<file path="src/rtl/serial_bit_tx_pkg.sv">
// Shared frame definitions for the serial transmitter and its consumers:
// FSM state encoding and the line level driven in each part of a frame.
package serial_bit_tx_pkg;

    typedef enum logic [2:0] {
        IDLE   = 3'd0,
        START  = 3'd1,
        DATA   = 3'd2,
        PARITY = 3'd3,
        STOP   = 3'd4
    } tx_state_t;

    localparam logic LINE_IDLE  = 1'b0;
    localparam logic LINE_START = 1'b1;
    localparam logic LINE_STOP  = 1'b0;

    // Frame length in bit periods: start + data + optional parity + stop bits.
    function automatic int frame_bits(input int width, input int parity_en, input int stop_bits);
        return 1 + width + parity_en + stop_bits;
    endfunction

endpackage

</file>
<file path="src/rtl/bit_timer.sv">
// Bit-period timer: tick marks the last cycle of each CLKS_PER_BIT-cycle bit.
// Latency: tick is decoded from the counter register; restart reloads a full period.
module bit_timer #(
    parameter int CLKS_PER_BIT = 1
) (
    input  logic clock,
    input  logic reset_b,
    input  logic restart,
    output logic tick
);

    localparam int TW = $clog2(CLKS_PER_BIT + 1);
    localparam logic [TW-1:0] RELOAD = TW'(CLKS_PER_BIT - 1);

    logic [TW-1:0] count_q;
    logic [TW-1:0] count_d;

    assign tick = (count_q == '0);

    // Auto-reload on tick keeps consecutive bits exactly CLKS_PER_BIT cycles long.
    always_comb begin
        count_d = count_q;
        if (restart || tick) begin
            count_d = RELOAD;
        end else begin
            count_d = count_q - 1'b1;
        end
    end

    always_ff @(posedge clock or negedge reset_b) begin
        if (!reset_b) begin
            count_q <= '0;
        end else begin
            count_q <= count_d;
        end
    end

endmodule

</file>
<file path="src/rtl/serial_bit_tx.sv">
// Framed serial transmitter: start(1), WIDTH data bits LSB-first, optional even parity, stop(0).
// Word accepted via valid/ready only in IDLE; words offered mid-frame are held off, not dropped.
module serial_bit_tx
    import serial_bit_tx_pkg::*;
#(
    parameter int WIDTH        = 8,
    parameter int PARITY_EN    = 1,
    parameter int STOP_BITS    = 1,
    parameter int CLKS_PER_BIT = 1
) (
    input  logic             clock,
    input  logic             reset_b,
    input  logic             load_valid,
    input  logic [WIDTH-1:0] load_data,
    output logic             load_ready,
    output logic             serial_out,
    output logic             busy,
    output logic             done
);

    localparam int BCW = $clog2(WIDTH + 1);
    localparam logic [BCW-1:0] LAST_DATA = BCW'(WIDTH - 1);
    localparam logic           LAST_STOP = 1'(STOP_BITS - 1);
    localparam logic           HAS_PARITY = (PARITY_EN != 0);

    tx_state_t        state_q,      state_d;
    logic [WIDTH-1:0] shift_q,      shift_d;
    logic [BCW-1:0]   bit_cnt_q,    bit_cnt_d;
    logic             stop_cnt_q,   stop_cnt_d;
    logic             parity_q,     parity_d;
    logic             serial_out_q, serial_out_d;
    logic             done_q,       done_d;

    logic             tick;
    logic             timer_restart;
    logic [WIDTH-1:0] shifted;

    // Holding the timer in reload while idle makes the start bit a full period from accept.
    assign timer_restart = (state_q == IDLE);
    assign shifted       = shift_q >> 1;

    bit_timer #(
        .CLKS_PER_BIT (CLKS_PER_BIT)
    ) u_bit_timer (
        .clock   (clock),
        .reset_b (reset_b),
        .restart (timer_restart),
        .tick    (tick)
    );

    always_comb begin
        state_d      = state_q;
        shift_d      = shift_q;
        bit_cnt_d    = bit_cnt_q;
        stop_cnt_d   = stop_cnt_q;
        parity_d     = parity_q;
        serial_out_d = serial_out_q;
        done_d       = 1'b0;

        unique case (state_q)
            IDLE: begin
                serial_out_d = LINE_IDLE;
                if (load_valid) begin
                    shift_d      = load_data;
                    parity_d     = ^load_data;
                    bit_cnt_d    = '0;
                    stop_cnt_d   = 1'b0;
                    state_d      = START;
                    serial_out_d = LINE_START;
                end
            end
            START: begin
                if (tick) begin
                    state_d      = DATA;
                    serial_out_d = shift_q[0];
                end
            end
            DATA: begin
                if (tick) begin
                    if (bit_cnt_q == LAST_DATA) begin
                        if (HAS_PARITY) begin
                            state_d      = PARITY;
                            serial_out_d = parity_q;
                        end else begin
                            state_d      = STOP;
                            serial_out_d = LINE_STOP;
                        end
                    end else begin
                        shift_d      = shifted;
                        serial_out_d = shifted[0];
                        bit_cnt_d    = bit_cnt_q + 1'b1;
                    end
                end
            end
            PARITY: begin
                if (tick) begin
                    state_d      = STOP;
                    serial_out_d = LINE_STOP;
                end
            end
            STOP: begin
                if (tick) begin
                    if (stop_cnt_q == LAST_STOP) begin
                        state_d      = IDLE;
                        serial_out_d = LINE_IDLE;
                        done_d       = 1'b1;
                    end else begin
                        stop_cnt_d = stop_cnt_q + 1'b1;
                    end
                end
            end
            default: begin
                state_d      = IDLE;
                serial_out_d = LINE_IDLE;
            end
        endcase
    end

    always_ff @(posedge clock or negedge reset_b) begin
        if (!reset_b) begin
            state_q      <= IDLE;
            shift_q      <= '0;
            bit_cnt_q    <= '0;
            stop_cnt_q   <= 1'b0;
            parity_q     <= 1'b0;
            serial_out_q <= LINE_IDLE;
            done_q       <= 1'b0;
        end else begin
            state_q      <= state_d;
            shift_q      <= shift_d;
            bit_cnt_q    <= bit_cnt_d;
            stop_cnt_q   <= stop_cnt_d;
            parity_q     <= parity_d;
            serial_out_q <= serial_out_d;
            done_q       <= done_d;
        end
    end

    assign busy       = (state_q != IDLE);
    assign load_ready = ~busy;
    assign serial_out = serial_out_q;
    assign done       = done_q;

endmodule

</file>
<file path="config.mk">
export PLATFORM = sky130hd
export DESIGN_NAME = serial_bit_tx
export DESIGN_NICKNAME = d
export VERILOG_FILES = /design/src/rtl/serial_bit_tx_pkg.sv /design/src/rtl/bit_timer.sv /design/src/rtl/serial_bit_tx.sv
export SDC_FILE = /design/constraint.sdc
export NUM_CORES = 1
export LEC_CHECK = 0
export CAP_MARGIN = 20
export CORE_ASPECT_RATIO = 1.2
export CORE_MARGIN = 2
export CORE_UTILIZATION = 40
export CTS_BUF_LIST = sky130_fd_sc_hd__clkbuf_16
export CTS_CLUSTER_SIZE = 12
export DETAILED_ROUTE_END_ITERATION = 8
export PLACE_DENSITY = 0.58
export SYNTH_ARGS = -nofsm -noshare
export SYNTH_HDL_FRONTEND = slang
export SYNTH_SLANG_ARGS = --single-unit
</file>
<file path="constraint.sdc">
create_clock -name clock -period 4.3 [get_ports clock]
set_input_delay 0.43 -clock clock [delete_from_list [all_inputs] [get_ports clock]]
set_output_delay 0.43 -clock clock [all_outputs]
set_load 0.005 [all_outputs]
</file>
Yosys cells after proc, flatten, opt, wreduce, memory -nomap -nowiden
Index checks and enable logic that the tools add are counted.
{ "totals": {"regBits": 20, "output_inout_bits": 4, "elab_cells": 69} }
{ "classes": {"n_addsub": 3, "n_eq_ne": 13, "n_mux": 32, "n_bitwise": 2, "reduce_logical": 11} }
{ "ops": {"columns": ["op", "count"], "rows": [
  ["8-bit two-way mux", 3],
  ["3-bit two-way mux", 7],
  ["2-bit inequality test, second input constant", 8],
  ["8-bit case mux with 2 select lines", 1],
  ["3-bit case mux with 5 select lines", 1],
  ["1-bit two-way mux", 14],
  ["4-bit two-way mux", 3],
  ["4-bit case mux with 2 select lines", 1],
  ["8-bit XOR reduction", 1],
  ["7-bit AND reduction", 1],
  ["3-bit by 2-bit == test with 1-bit output, second input constant", 2],
  ["1-bit case mux with 5 select lines", 1],
  ["5-bit AND reduction", 1],
  ["4-bit by 1-bit adder with 4-bit output, second input constant", 1],
  ["4-bit by 3-bit == test with 1-bit output, second input constant", 1],
  ["4-bit AND reduction", 1],
  ["2-bit nonzero test", 2],
  ["3-bit by 1-bit == test with 1-bit output, second input constant", 1],
  ["3-bit == test, second input constant", 1],
  ["3-bit zero test", 1],
  ["3-bit AND reduction", 1],
  ["3-bit nonzero test", 1],
  ["1-bit inverter", 2],
  ["1-bit case mux with 2 select lines", 1],
  ["other kinds (4)", 4]
]} }

Depth between registers and ports, before layout
{ "depth": {"ltp_word": 4, "mapped_depth": 6, "mapped_depth_nobuf": 5} }

By module
A second synthesis with hierarchy kept.
{ "unflattened": {"cells_unflattened": 97, "hier_area_um2": 1072.3} }
{ "modules_own_cells": {"columns": ["mod", "instances", "cells_each", "area_each_um2"], "rows": [
  ["serial_bit_tx", 1, 94, 1039.7],
  ["bit_timer", 1, 3, 32.5]
]} }

Worst setup path after synthesis
No wires, ideal clock.
{ "synth_timing": {"kind": "reg-to-output", "startpoint": "register state_q[2]", "endpoint": "output port load_ready", "arrival_time_ps": 985, "required_time_ps": 3870, "path_slack_ps": 2885, "path_stages_with_launch": 4, "cell_sequence": "dfrtp_1 buf_2 or3_1 inv_1"} }
{ "synth_via": {"elab_chain_len": 2} }
{ "synth_rtl": {"columns": ["element", "line_no", "rtl"], "rows": [
  ["from (decl)", "serial_bit_tx.sv:26", "tx_state_t state_q, state_d;"],
  ["from (signal assigned)", "serial_bit_tx.sv:129", "state_q <= state_d;"],
  ["3-bit nonzero test", "serial_bit_tx.sv:139", "assign busy = (state_q != IDLE);"],
  ["named net busy", "serial_bit_tx.sv:17", "output logic busy,"],
  ["1-bit inverter", "serial_bit_tx.sv:140", "assign load_ready = ~busy;"],
  ["to (decl)", "serial_bit_tx.sv:15", "output logic load_ready,"]
]} }
The timed path passes the listed nets, and every way through them passes these cells.

Worst setup path after layout
{ "layout_timing": {"startpoint": "register state_q[2]", "endpoint": "output port load_ready"} }
{ "layout_via": {"elab_chain_len": 2} }
{ "layout_rtl": {"columns": ["element", "line_no"], "rows": [
  ["3-bit nonzero test", "serial_bit_tx.sv:139"],
  ["1-bit inverter", "serial_bit_tx.sv:140"]
]} }
Every way passes these cells.

==> flow_summary.ini <==
[outcome]
outcome = finished, final reports clean

[sta]
period_share_pct = 50.44
hold_viol = 0
setup_viol_count_final = 0
drv_slew = 0
period_minus_slack_ps = 2169
final.setup.tns_ps = 0
finalClockSkew_ps = 4.148
worst_pin_slew_ps = 881.5
max_freq_mhz = 461.0
relSlewSlack_pct = 41.05
rsz0062_at_grt = false

[worst_setup_path]
critPathRequiredTime_ps = 3870
worstSetupPathType = flip-flop to output port
start_kind = flip-flop
critPathArrivalTime_ps = 1740
end_kind = output port
critical_path.max_fanout = 10

[layout]
fin_nets = 120
area_delta_synth_final_pct = 20.18
antenna_cells = 0
n_fill_cell = 231
drive_above_1_share_pct = 20.56

[yosys]
async_flop_share_pct = 100.0
ys_ff_latch = 19
ys.flop_type = dfrtp_1
avgSynthCellArea_um2 = 11.67
synth_top_area_share_pct = 43.33
synthTopCellsByArea = dfrtp_1, a2bb2oi_2, xnor2_1, o22ai_1, o21a_4
synth_fp_nets = 106
ys.warnings.count = 0
syn_area_mm2 = 0.001097
synth_enable_flop_cells = 0
ys_types = 37
yosysSeqAreaShare_pct = 43.33
yosysTopAreaCell = dfrtp_1
postSynthCellCount = 94
synth_commonest_cells = dfrtp_1, xnor2_1, a2bb2oi_2, o22ai_1, a21oi_1
yosysMostFrequentCell = dfrtp_1

[clocking]
clockBufferDepth = 2
h-tree-depth = 1
clock_sinks = 19
cts_made_buffers = 3
cts_tree = built
clkTransAtPathRegs_ps = 60
cts_hold_buf = 0
clock_latency_ps = 250
post_cts_buffers = 0
cts-root-buf = clkbuf_16
post_cts_resized = 0

[routing]
wl_per_cell_um = 14.58
drc = 0
ant_nets = 0
drtPass1Iterations = 4
vias = 772
vias_per_cell = 5.514
first_iter_violations = 27
routed_wl_mm = 2.041

[global_route]
use_met2_pct = 24.91
track_usage_pct = 15.23
grt_pass1_vias = 746
grt_use_met1_pct = 19.17
grt_max_degree = 20
top_usage_layer = met2
antenna_found_initial = 0
grtUsageMet3_pct = 3.155
grt_pass1_wl_mm = 3.491
grt_overflow = 0

[run]
drv_cap = 0

[die]
core_area_mm2 = 0.002577
start_util_pct = 42.57
die_area_mm2 = 0.003180
io_pins = 15
fp.dieH_um = 61.38
fp-row-count = 20
fp.dieW_um = 51.81

[power_and_ir_drop]
p_leak_nw = 0.5464
power_uw = 914.6
powerDensity_mw_per_mm2 = 693.5
vdd_drop_max_uv = 376.7

[worst_hold_path]
min_path_type = flip-flop to flip-flop

[placed_design]
gp_congestion = 0.7008
dp_hpwl_mm = 1.417
port_buffers = 14
[metal layers]
layer | up-vias | part of all wire, %
li1 | 372 | -
met1 | 373 | 46
met2 | 23 | 48
met3 | 4 | 4.3
met4 | 0 | 0.83
met5 | - | 0
[sequential cells by signal, summed over array words and instances (netlist names)]
register	cells
shift_q	8
bit_cnt_q	4
state_q	3
done	1
parity_q	1
serial_out	1
u_bit_timer.count_q	1
[layout by cell type, fill, tap and decap left out, drive strengths merged, types with 2 or more instances in the layout]
master / count
nor2b: 3
nor3b: 3
nor2: 4
a21oi: 5
dfrtp: 19
clkbuf: 3
clkdlybuf4s50: 14
o22ai: 7
nor3: 2
o21ai: 4
a2bb2oi: 7
nand4: 3
xnor2: 8
nand2: 4
inv: 4
o21a: 2
[stage by stage]
step	area [um2]	hold slack, ps	worst slack [ps]	instances	utilization [%]
2_1_floorplan	1097	134.4	2885	94	-
3_3_place_gp	1239	512.2	2406	136	48.06
3_5_place_dp	1239	519.6	2345	136	48.06
4_1_cts	1319	532.2	2133	140	51.17
5_1_grt	1319	547.3	2085	140	51.17
6_report	1319	526.5	2131	140	51.17
[cell families after synthesis]
family                     synth area share (%)
AOI/OAI and AO/OA                         26.11
adders and majority gates                 1.140
muxes                                     1.026
xor gates and xnor gates                  6.386
DFF                                       43.33
buffers and inverters                     5.017
and+or+nand+nor                           16.65
other                                    0.3417
[power breakdown]
group | switching, mW | internal (mW)
sequential | 0.0760 | 0.247
combinational | 0.188 | 0.215
clock | 0.0646 | 0.125
total | 0.328 | 0.586
[final cells by class]
type,instances,area (um2),share of cell area (%)
inverters,4,15.01,1.139
repair buffers,14,140.1,10.63
clock buffers,3,75.07,5.693
multi-input cells,66,566.8,42.98
flip-flops and latches,19,475.5,36.05
well taps,33,41.29,3.131
clock inverters,1,5.005,0.3795
[path summary, 6_finish.rpt]
path                            slack, ps                   start  cells after the start                      to
worst max-delay path                 2130  state_q[2]$_DFFE_PN0P_                      3              load_ready
worst min register to register        530  shift_q[6]$_DFFE_PN0P_                      1  shift_q[6]$_DFFE_PN0P_
worst max register to register       2330  state_q[2]$_DFFE_PN0P_                      4  shift_q[5]$_DFFE_PN0P_
min in group asynchronous             680                 reset_b                      1          done$_DFF_PN0_
worst min-delay path                  530  shift_q[6]$_DFFE_PN0P_                      1  shift_q[6]$_DFFE_PN0P_
max in group asynchronous            3070                 reset_b                      1  state_q[0]$_DFFE_PN0P_
[critical path: stages (launching register included)]
cell,delay (ps)
dfrtp_1,510
or3_1,430
inv_1,60
clkdlybuf4s50_1,480
(Power assumes the default switching activity.)
